--- src/rtl/id_ex_reg.sv ---
// Decode/execute pipeline register with write-back-to-decode bypass,
// stall hold, flush bubble insertion and load-use hazard detection.
module id_ex_reg #(
    parameter int DATA_W = 16,
    parameter int CTRL_W = 12
) (
    input  logic              clk,
    input  logic              rst,
    input  logic              idValid,
    input  logic [DATA_W-1:0] idReadData1,
    input  logic [DATA_W-1:0] idReadData2,
    input  logic [2:0]        idReadReg1Sel,
    input  logic [2:0]        idReadReg2Sel,
    input  logic [2:0]        idWriteRegSel,
    input  logic              idRegWriteEn,
    input  logic              idMemRead,
    input  logic              idMemWrite,
    input  logic [DATA_W-1:0] idImm,
    input  logic [DATA_W-1:0] idPcPlus2,
    input  logic [CTRL_W-1:0] idCtrl,
    input  logic              wbWriteEn,
    input  logic [2:0]        wbWriteRegSel,
    input  logic [DATA_W-1:0] wbWriteData,
    input  logic              stall,
    input  logic              flush,
    output logic              exValid,
    output logic [DATA_W-1:0] exReadData1,
    output logic [DATA_W-1:0] exReadData2,
    output logic [2:0]        exReadReg1Sel,
    output logic [2:0]        exReadReg2Sel,
    output logic [2:0]        exWriteRegSel,
    output logic              exRegWriteEn,
    output logic              exMemRead,
    output logic              exMemWrite,
    output logic [DATA_W-1:0] exImm,
    output logic [DATA_W-1:0] exPcPlus2,
    output logic [CTRL_W-1:0] exCtrl,
    output logic              loadUseStall,
    output logic              err
);

    logic              r_valid;
    logic [DATA_W-1:0] r_read_data1;
    logic [DATA_W-1:0] r_read_data2;
    logic [2:0]        r_read_reg1_sel;
    logic [2:0]        r_read_reg2_sel;
    logic [2:0]        r_write_reg_sel;
    logic              r_reg_write_en;
    logic              r_mem_read;
    logic              r_mem_write;
    logic [DATA_W-1:0] r_imm;
    logic [DATA_W-1:0] r_pc_plus2;
    logic [CTRL_W-1:0] r_ctrl;

    logic [DATA_W-1:0] w_operand1;
    logic [DATA_W-1:0] w_operand2;
    logic              w_src_match;

    // The register file write lands on the same edge we capture, so take the WB value directly.
    assign w_operand1 = (wbWriteEn && (wbWriteRegSel == idReadReg1Sel)) ? wbWriteData : idReadData1;
    assign w_operand2 = (wbWriteEn && (wbWriteRegSel == idReadReg2Sel)) ? wbWriteData : idReadData2;

    always_ff @(posedge clk) begin
        if (rst || flush) begin
            r_valid         <= 1'b0;
            r_read_data1    <= '0;
            r_read_data2    <= '0;
            r_read_reg1_sel <= '0;
            r_read_reg2_sel <= '0;
            r_write_reg_sel <= '0;
            r_reg_write_en  <= 1'b0;
            r_mem_read      <= 1'b0;
            r_mem_write     <= 1'b0;
            r_imm           <= '0;
            r_pc_plus2      <= '0;
            r_ctrl          <= '0;
        end else if (!stall) begin
            r_valid         <= idValid;
            r_read_data1    <= w_operand1;
            r_read_data2    <= w_operand2;
            r_read_reg1_sel <= idReadReg1Sel;
            r_read_reg2_sel <= idReadReg2Sel;
            r_write_reg_sel <= idWriteRegSel;
            r_reg_write_en  <= idRegWriteEn & idValid;
            r_mem_read      <= idMemRead & idValid;
            r_mem_write     <= idMemWrite & idValid;
            r_imm           <= idImm;
            r_pc_plus2      <= idPcPlus2;
            r_ctrl          <= idCtrl;
        end
    end

    assign exValid       = r_valid;
    assign exReadData1   = r_read_data1;
    assign exReadData2   = r_read_data2;
    assign exReadReg1Sel = r_read_reg1_sel;
    assign exReadReg2Sel = r_read_reg2_sel;
    assign exWriteRegSel = r_write_reg_sel;
    assign exRegWriteEn  = r_reg_write_en;
    assign exMemRead     = r_mem_read;
    assign exMemWrite    = r_mem_write;
    assign exImm         = r_imm;
    assign exPcPlus2     = r_pc_plus2;
    assign exCtrl        = r_ctrl;

    // Conservative: both sources compared whether or not the instruction reads them.
    assign w_src_match  = (r_write_reg_sel == idReadReg1Sel) || (r_write_reg_sel == idReadReg2Sel);
    assign loadUseStall = r_valid & r_mem_read & idValid & w_src_match;
    assign err          = stall & flush;

endmodule

--- config.mk ---
export PLATFORM = sky130hd
export DESIGN_NAME = id_ex_reg
export DESIGN_NICKNAME = d
export VERILOG_FILES = /design/src/rtl/id_ex_reg.sv
export SDC_FILE = /design/constraint.sdc
export NUM_CORES = 1
export LEC_CHECK = 0
export BUFFER_PORTS_ARGS = -buffer_cell sky130_fd_sc_hd__buf_2
export CAP_MARGIN = 20
export CORE_MARGIN = 10
export CORE_UTILIZATION = 42
export CTS_BUF_LIST = sky130_fd_sc_hd__clkbuf_16
export DETAILED_ROUTE_END_ITERATION = 10
export GPL_ROUTABILITY_DRIVEN = 0
export GPL_TIMING_DRIVEN = 0
export MAX_ROUTING_LAYER = met4
export PLACE_DENSITY = 0.77
export REMOVE_ABC_BUFFERS = 1
export SETUP_SLACK_MARGIN = 0.02
export SLEW_MARGIN = 20
export SYNTH_ARGS = -nofsm -noshare
export SYNTH_HDL_FRONTEND = slang
export SYNTH_SLANG_ARGS = --single-unit
--- constraint.sdc ---
create_clock -name clk -period 1.2 [get_ports clk]
set_input_delay 0.06 -clock clk [delete_from_list [all_inputs] [get_ports clk]]
set_output_delay 0.06 -clock clk [all_outputs]
set_load 0.05 [all_outputs]
# Yosys cells after proc, flatten, opt, wreduce, memory -nomap -nowiden
# Cells that the tools add are included.
# classes
div_mod_pow	0
mux	2
eq_ne	4
bitwise	7
n_addsub	0
shifts	0
reduce_logical	4
multipliers	0
order_cmp	0
# ops
cell	count
16-bit 2-to-1 mux	2
3-bit == test	4
1-bit bitwise AND	7
1-bit logical AND	2
1-bit logical OR	2
# word_totals
elab_cells	29
inputBits	113
regBits	89
out_inout_bits	91
latch_bits	0
ramBits	0
rom_bits	0
n_memories	0

# Longest topological paths before layout
# Gate-level depths: netlist of the first run.
# logic_depth
depth_word	3
depth_mapped	5

# Least setup slack after synthesis of the first run
# OpenSTA, ideal clock, no wires.
# synth_path
kind	register to output
from	register r_write_reg_sel[0], in the netlist exWriteRegSel[0]
to	output port loadUseStall
path_slack_ps	-587
n_path_buf	0
arrival_time_ps	1727
path_stages_with_launch	4
path_cell_list	dfxtp_1 xnor2_1 nand3_1 a21oi_1
# synth_between
elab_chain_len	3
word_cells_on_any_way	4
cone_classes	eq/ne: 2; bitwise: 1; reduce/logical: 1
# synth_lines
element	line_no	source
from (decl)	47	logic [2:0] r_write_reg_sel;
from (signal assigned)	83	r_write_reg_sel <= idWriteRegSel;
3-bit == test	107	assign w_src_match = (r_write_reg_sel == idReadReg1Sel) || (r_write_reg_sel == idReadReg2Sel);
1-bit logical OR *	107	
1-bit bitwise AND *	108	assign loadUseStall = r_valid & r_mem_read & idValid & w_src_match;
to (decl)	38	output logic loadUseStall,
# Every way passes the cells marked *; elsewhere a longest branch is shown, timed or not.

# Worst setup path after layout of the first run
# layout_path
from	register r_write_reg_sel[2], in the netlist exWriteRegSel[2]
to	output port loadUseStall
# Same word-level chain as after synthesis.

==> results of run 1 <==
==> state kept, by name, indices dropped and copies added, names as in the netlist <==
signal         count
exMemRead          1
exImm             16
exReadData1       16
exRegWriteEn       1
exReadReg2Sel      3
exMemWrite         1
exWriteRegSel      3
exPcPlus2         16
exReadReg1Sel      3
exValid            1
exCtrl            12
exReadData2       16
==> worst max-delay path, cell delays in order (launching register included) <==
cell and delay (ns):
dfxtp_4 0.38, xnor2_2 0.11, nand3_1 0.08, a21oi_1 0.16, buf_4 0.22
==> final cells by class <==
class / count / share of cell area [%]
diodes: 2 / 0.07998
inverters: 32 / 1.920
repair buffers: 256 / 25.63
flip-flops and latches: 89 / 28.61
clock inverters: 7 / 0.8598
multi-input cells: 284 / 36.63
clock buffers: 9 / 3.599
well taps: 133 / 2.659
==> routing by layer <==
metal / wire length, µm / global-route usage [%] / up-vias
met5: 0 / - / -
met4: 335 / 6.637 / 0
met3: 1687 / 8.298 / 31
met2: 7720 / 35.73 / 257
met1: 6421 / 24.66 / 2091
li1: - / - / 2069
==> through the flow <==
| stage | setup WS (ns) | area, µm² |
|---|---|---|
| floorplan | -0.5871 | 3965 |
| global placement | -1.554 | 5147 |
| detailed placement | -0.5589 | 5219 |
| CTS | -0.1429 | 6178 |
| global route | -0.2068 | 6257 |
| finish | -0.1499 | 6257 |
==> power groups by stage <==
| stage | registers, mW | clock network [mW] | logic (mW) |
|---|---|---|---|
| after floorplan | 3.56 | 0 | 0.532 |
| after global placement | 3.18 | 0 | 1.47 |
| after detailed placement | 3.18 | 0 | 1.50 |
| after CTS | 3.12 | 2.69 | 1.71 |
| after global routing | 3.13 | 2.84 | 1.87 |
| final | 3.12 | 2.65 | 1.77 |
==> worst paths after layout <==
kind                         start                to  slack (ns)  depth (start not counted)
setup / recovery  exWriteRegSel[2]      loadUseStall       -0.15                          4
hold / removal           idCtrl[6]         exCtrl[6]       0.003                          3
setup reg to reg  exWriteRegSel[2]  exWriteRegSel[2]        0.35                          3
hold reg to reg          exImm[12]         exImm[12]        0.50                          2
==> synth_stat cells, drive strengths merged <==
cell type,instances
dfxtp,89
nand2,16
inv,32
xnor2,12
o311a,32
nand3,3
nand2b,32
buf,21
mux2i,53
nor2b,1
or2,1
and2,1
a21oi,2
nor2,58
xor2,6
clkbuf,19
nor4,32
a41oi,32
a22oi,3
==> what timing repair did <==
action	4_1_cts	5_1_grt
pin swaps	8	0
cloned	1	0
gates resized for setup	22	9
hold endpoints to repair	48	0
hold buffers	48	0
endpoints found under the setup margin	34	28
setup buffers	3	0
==> cell families (layout without fill, tap and decap cells) <==
kind of cell	Yosys count	in the layout	share of synthesized area (%)
flip-flops	89	89	42.63
AND/OR/NAND/NOR	144	144	17.04
multiplexers	53	53	12.69
XOR/XNOR	18	18	4.491
other	0	2	0
AO/OA/AOI/OAI	69	69	15.15
buffers and inverters	72	304	7.994
==> out/metrics.csv, run 1 <==
metric,value,unit
#FFs+latches synth,89,
Setup CP Type,flip-flop to output pin,
post-DP HPWL,10750,µm
Worst Hold Class,input pin to flip-flop,
clock share of power,35.1,%
PnR worst setup slack,-0.1499,ns
area occupied by multi-input gates,0.002292,mm²
CP endpoint kind,output pin,
static leakage,3.097,nW
most frequent cells in the layout,"buf_2, dfxtp_1, nor2_1",
Tot GR Track Use,21.98,%
Root Driver,clkbuf_16,
via/cell ratio,5.478,
DR iter-0 viols,496,
Max IR drop VDD,0.0008013,V
Layout Area Growth over Synthesis,49.73,%
"area leader, netlist",dfxtp_1,
setup TNS,-0.1608,ns
global-route wire length before repair,24850,µm
Via Count,4448,
PD cells,1205,mW/mm²
switch share,31.91,%
top cell type's share of synthesized area,42.63,%
Worst EP arrival,1.29,ns
sequential area share after synthesis,42.63,%
Filler cells,758,
startpoint types,flip-flop,
status,"finished, violations left",
Rel. slew slack,30.31,%
post-synthesis instance area,0.004179,mm²
Finished Layout Cells,812,
"commonest non-fill, non-tap cell in the layout",buf_2,
Residual DRC,0,
layout cells sized above 1,36.19,%
Max-cap violations,0,
Initial Util,42.95,%
Syn Area/Cell,9.391,µm²
routed length per instance,19.91,µm
number of global-route vias before repair,4703,
Worst-Skew Late Latency,0.33,ns
worst slew pin tran,1.045,ns
Yosys warning count,0,
register area,0.001790,mm²
Sink Count,89,
RSZ-0062 raised after global routing,true,
failing checks,setup timing,
die height,119.8,µm
initial antenna violation count,2,
Gate power share,23.4,%
clk_skew,0,ns
Switching Power,2.405,mW
Final Max Slew Viols,0,
Die Span X,119.8,µm
clock-pin transition on the worst setup and hold timing paths,0.07,ns
power share of the sequential group,41.4,%
Die ar.,0.01434,mm²
endpoints failing setup,2,
final period utilization,112.5,%
synthesized instance count,445,
DRT antenna net count,0,
H-Tree Depth,3,
Core Box Area,0.009729,mm²
Rows,36,
crit-path max FO,3,
Num CTS Buffers,9,
IO buf count,203,
I/O pins,204,
largest net degree at the start of global routing,63,
minimum clock period,1.350,ns
final hold vios,0,
# nets final,785,
gr ovfl total,0,
DP Cell Count,742,
Max Root-Sink Buffers,2,
CTS tree,built,
count of different cell masters after synthesis,23,
First-pass DRT Iterations,5,
WL final,16160,µm
fmax,0.7408,GHz
hold_ws,0.002742,ns
Int Pwr,5.132,mW
final core utilization,64.31,%
CP Data Required Time,1.14,ns
largest cells by area after synthesis,"dfxtp_1, mux2i_1, o311a_1",
"Power, Total",7.537,mW
No activity file was read; power rests on OpenSTA's default activity.
==> run 2: changes to the inputs <==
--- a/config.mk
+++ b/config.mk
@@ -16,7 +16,6 @@
 export MAX_ROUTING_LAYER = met4
 export PLACE_DENSITY = 0.77
 export REMOVE_ABC_BUFFERS = 1
-export SETUP_SLACK_MARGIN = 0.02
 export SLEW_MARGIN = 20
 export SYNTH_ARGS = -nofsm -noshare
 export SYNTH_HDL_FRONTEND = slang
==> run 2 against run 1 <==
Net effect:
- the run still ends with setup timing left
- register-to-register slack is essentially flat
- setup slack lost 0.0038 ns
- critical path depth is the same
- clock power is essentially flat
- fmax shrank 0.28%
- sequential power is essentially flat
- routed wire length shrank 0.18%
- first-iteration DRC count grew 5.6%
- clock skew is the same
- design area is essentially flat
- largest cell class unchanged
- largest power group unchanged
==> out/metrics.csv, run 2 (synthesis results as in run 1) <==
metric,value,unit
Initial Util,42.95,%
CP Data Required Time,1.14,ns
minimum clock period,1.354,ns
static leakage,3.098,nW
Tot GR Track Use,21.98,%
initial antenna violation count,2,
Residual DRC,0,
CP endpoint kind,output pin,
post-DP HPWL,10750,µm
endpoints failing setup,1,
Rows,36,
via/cell ratio,5.456,
PD cells,1203,mW/mm²
WL final,16140,µm
status,"finished, violations left",
final core utilization,64.26,%
I/O pins,204,
RSZ-0062 raised after global routing,true,
number of global-route vias before repair,4703,
Final Max Slew Viols,0,
die height,119.8,µm
fmax,0.7388,GHz
startpoint types,flip-flop,
DR iter-0 viols,524,
Worst-Skew Late Latency,0.33,ns
# nets final,785,
Max IR drop VDD,0.0008066,V
"commonest non-fill, non-tap cell in the layout",buf_2,
layout cells sized above 1,36.19,%
First-pass DRT Iterations,5,
H-Tree Depth,3,
clock-pin transition on the worst setup and hold timing paths,0.07,ns
Worst Hold Class,input pin to flip-flop,
final period utilization,112.8,%
PnR worst setup slack,-0.1536,ns
largest net degree at the start of global routing,63,
Core Box Area,0.009729,mm²
Sink Count,89,
failing checks,setup timing,
Via Count,4430,
Root Driver,clkbuf_16,
crit-path max FO,3,
Rel. slew slack,29.94,%
global-route wire length before repair,24850,µm
Max-cap violations,0,
IO buf count,203,
most frequent cells in the layout,"buf_2, dfxtp_1, nor2_1",
gr ovfl total,0,
DRT antenna net count,0,
Num CTS Buffers,9,
Worst EP arrival,1.29,ns
worst slew pin tran,1.051,ns
Finished Layout Cells,812,
Max Root-Sink Buffers,2,
final hold vios,0,
CTS tree,built,
Layout Area Growth over Synthesis,49.61,%
Die ar.,0.01434,mm²
clk_skew,0,ns
Setup CP Type,flip-flop to output pin,
DP Cell Count,742,
routed length per instance,19.87,µm
Die Span X,119.8,µm
## run 2: repair_timing
item	4_1_cts	5_1_grt
setup endpoints to repair	34	18
hold endpoints to repair	48	0
buffers inserted	3	0
pin swaps	8	0
gates cloned	1	0
resized for setup	22	7
hold buffers	48	0
## run 2: final timing paths
kind / startpoint / to / slack [ns] / cells past startpoint
worst min-delay path: idCtrl[6] / exCtrl[6] / 0.004 / 3
worst max register to register: exWriteRegSel[2] / exWriteRegSel[2] / 0.36 / 3
worst max-delay path: exWriteRegSel[2] / loadUseStall / -0.15 / 4
worst min register to register: exImm[12] / exImm[12] / 0.50 / 2
## run 2: worst max-delay path: stages, from the launching register on
cell and delay, ns:
dfxtp_4 0.38, xnor2_2 0.11, nand3_1 0.08, a21oi_1 0.16
buf_4 0.23
## run 2: routing by layer
layer,vias to the layer above,part of all wire [%],track usage (%)
met5,-,0,-
met4,0,1.8,6.637
met3,24,11,8.298
met2,258,49,35.73
met1,2085,39,24.66
li1,2063,-,-
## run 2: report_power, final
| group | leakage, nW | switching, mW | internal, mW |
|---|---|---|---|
| logic | 2.23 | 1.11 | 0.648 |
| clock network | 0.135 | 1.21 | 1.42 |
| registers | 0.728 | 0.0621 | 3.06 |
## run 2: metrics by stage
stage | area [µm²] | worst slack, ns | TNS, ns | total power [mW] | hold slack [ns]
floorplan | 3965 | -0.5871 | -7.589 | 4.092 | 0.2007
global placement | 5147 | -1.554 | -113.02 | 4.643 | 0.2891
detailed placement | 5219 | -0.5589 | -21.50 | 4.688 | 0.2975
CTS | 6178 | -0.1429 | -0.1429 | 7.514 | 0.005041
global route | 6252 | -0.2068 | -0.4045 | 7.841 | 0.002641
finish | 6252 | -0.1536 | -0.1536 | 7.520 | 0.004396
## run 2: final cells by class
type / count / area (µm²)
Sequential cell: 89 / 1790
Tap cell: 133 / 166.4
Multi-Input combinational cell: 284 / 2292
Timing Repair Buffer: 256 / 1599
Inverter: 32 / 120.1
Clock buffer: 9 / 225.2
Fill cell: 760 / 3477
Antenna cell: 2 / 5.005
Clock inverter: 7 / 53.80
==> run 3: changes to the inputs <==
--- a/config.mk
+++ b/config.mk
@@ -5,6 +5,7 @@
 export SDC_FILE = /design/constraint.sdc
 export NUM_CORES = 1
 export LEC_CHECK = 0
+export ABC_CLOCK_PERIOD_IN_PS = 1200
 export BUFFER_PORTS_ARGS = -buffer_cell sky130_fd_sc_hd__buf_2
 export CAP_MARGIN = 20
 export CORE_MARGIN = 10
==> constraint.sdc (replaced) <==
create_clock -name clk -period 1.2 [get_ports clk]
set_input_delay 0.12 -clock clk [delete_from_list [all_inputs] [get_ports clk]]
set_output_delay 0.12 -clock clk [all_outputs]
set_load 0.05 [all_outputs]
==> run 3 against run 2 <==
Net effect:
- the flow still finishes with violations (setup timing)
- non-clock buffer count decreased by 46
- setup slack got worse by 0.040 ns
- register-to-register slack better by 0.02 ns
- count of clock-buffer cells in the layout unchanged
- first-iteration DRC count down 16%
- hold slack improved by 0.011 ns
- largest power group unchanged
==> out/metrics.csv, run 3 (synthesis results as in run 1) <==
metric,value,unit
Finished Layout Cells,764,
static leakage,2.923,nW
Max IR drop VDD,0.0008045,V
PnR worst setup slack,-0.1936,ns
largest net degree at the start of global routing,64,
"commonest non-fill, non-tap cell in the layout",buf_2,
area occupied by multi-input gates,0.002270,mm²
via/cell ratio,5.334,
CP cell instances,"xnor2_2, nand3_1, a21oi_1, buf_4",
flop-to-flop setup slack,0.38,ns
worst slew pin tran,1.019,ns
hold endpoint,exCtrl[1],
initial antenna violation count,0,
Gate power share,22.2,%
Worst EP arrival,1.27,ns
endpoints failing setup,6,
Residual DRC,0,
most frequent cells in the layout,"buf_2, dfxtp_1, nor2_1",
Initial Util,42.95,%
Tot GR Track Use,19.78,%
IO buf count,203,
clock-pin transition on the worst setup and hold timing paths,0.07,ns
post-DP HPWL,10750,µm
Final Max Slew Viols,0,
routed length per instance,19.10,µm
WL final,14600,µm
Die Span X,119.8,µm
Max-cap violations,0,
Worst Hold Class,input pin to flip-flop,
Layout Area Growth over Synthesis,38.89,%
Die ar.,0.01434,mm²
H-Tree Depth,3,
Rows,36,
Worst R2R Start,exWriteRegSel[2],
final period utilization,116.1,%
Filler cells,850,
"Slowest-stage cell, CP",dfxtp_4,
clock share of power,35.6,%
Root Driver,clkbuf_16,
Sink Count,89,
global-route wire length before repair,22420,µm
final hold vios,0,
Via Count,4075,
Crit path largest cell delay,0.38,ns
clk_skew,0,ns
fmax,0.7176,GHz
R2R depth,3,
gr ovfl total,0,
Num CTS Buffers,9,
Hold Startpoint,idCtrl[1],
CTS hold repair buffers,0,
crit-path max FO,3,
status,"finished, violations left",
switch share,31.57,%
Worst Hold Path Cells,3,
CP endpoint kind,output pin,
# diodes,0,
# nets final,739,
Core Box Area,0.009729,mm²
minimum clock period,1.394,ns
Rel. slew slack,32.04,%
power share of the sequential group,42.2,%
hold_ws,0.01552,ns
CTS tree,built,
DR iter-0 viols,440,
DP Cell Count,742,
Switching Power,2.330,mW
First-pass DRT Iterations,4,
die height,119.8,µm
Worst-Skew Late Latency,0.33,ns
Setup CP Type,flip-flop to output pin,
Max Root-Sink Buffers,2,
I/O pins,204,
Int Pwr,5.051,mW
RSZ-0062 raised after global routing,true,
CP Data Required Time,1.08,ns
number of global-route vias before repair,4366,
Reg-to-Reg End,exWriteRegSel[2],
layout cells sized above 1,39.14,%
register area,0.001790,mm²
startpoint types,flip-flop,
DRT antenna net count,0,
Setup crit start,exWriteRegSel[2],
PD cells,1272,mW/mm²
failing checks,setup timing,
==> run 3: changes by cell type in the layout (fill, tap and decap cells not counted), moves of 2 or more <==
cell / change
buf_2: -3
dlygate4sd3_1: -48
diode_2: -2
xor2_4: -2
xor2_2: +2
buf_4: +3
==> run 3: worst max-delay path by stage <==
| stage | end | slack, ns | depth (start not counted) |
|---|---|---|---|
| finish | loadUseStall | -0.19 | 4 |
| global route | loadUseStall | -0.26 | 4 |
| CTS | loadUseStall | -0.20 | 4 |
| detailed placement | exReadData2[10] | -0.62 | 4 |
| global placement | exRegWriteEn | -1.61 | 4 |
| floorplan | loadUseStall | -0.65 | 3 |
==> run 3: layout make-up <==
| class | instances | area share [%] |
|---|---|---|
| Clock buffer | 9 | 3.880 |
| Inverter | 32 | 2.069 |
| Sequential cell | 89 | 30.85 |
| Clock inverter | 7 | 0.9269 |
| Tap cell | 133 | 2.867 |
| Timing Repair Buffer | 210 | 20.31 |
| Multi-Input combinational cell | 284 | 39.10 |
==> run 3: metal layers <==
layer	track usage [%]	up-vias	part of all wire, %
met5	-	-	0
met2	32.87	195	49
met4	4.299	0	1.0
met1	21.88	1901	41
li1	-	1969	-
met3	8.064	10	9.6
==> run 3: timing repair <==
action / CTS / global route
setup endpoints to repair: 35 / 32
setup buffers: 3 / 1
resized for setup: 26 / 4
pin swaps: 8 / 1
cloned: 2 / 0
==> run 3: worst max-delay path: cells and delay by family (launching register included) <==
| kind | cells | cell delay (ns) |
|---|---|---|
| compound gates | 1 | 0.16 |
| xor+xnor | 1 | 0.11 |
| buf+inv | 1 | 0.22 |
| simple gates | 1 | 0.08 |
| flops | 1 | 0.38 |
==> run 3: power by group through the flow <==
stage                     Clock (mW)  Sequential, mW  Combinational [mW]
after global placement             0            3.18                1.47
after detailed placement           0            3.18                1.50
after floorplan                    0            3.56               0.532
final                           2.63            3.12                1.64
after global routing            2.83            3.13                1.75
after CTS                       2.69            3.12                1.61
==> run 3: through the flow <==
| stage | utilization, % | worst slack [ns] | instance area (µm²) | setup TNS [ns] | power (mW) |
|---|---|---|---|---|---|
| 2_1_floorplan | - | -0.6471 | 3965 | -9.569 | 4.092 |
| 3_3_place_gp | 52.91 | -1.614 | 5147 | -118.48 | 4.643 |
| 3_5_place_dp | 53.64 | -0.6189 | 5219 | -26.96 | 4.688 |
| 4_1_cts | 59.03 | -0.2029 | 5743 | -0.2248 | 7.413 |
| 5_1_grt | 59.66 | -0.2585 | 5804 | -1.572 | 7.707 |
| 6_report | 59.66 | -0.1936 | 5804 | -0.3206 | 7.381 |
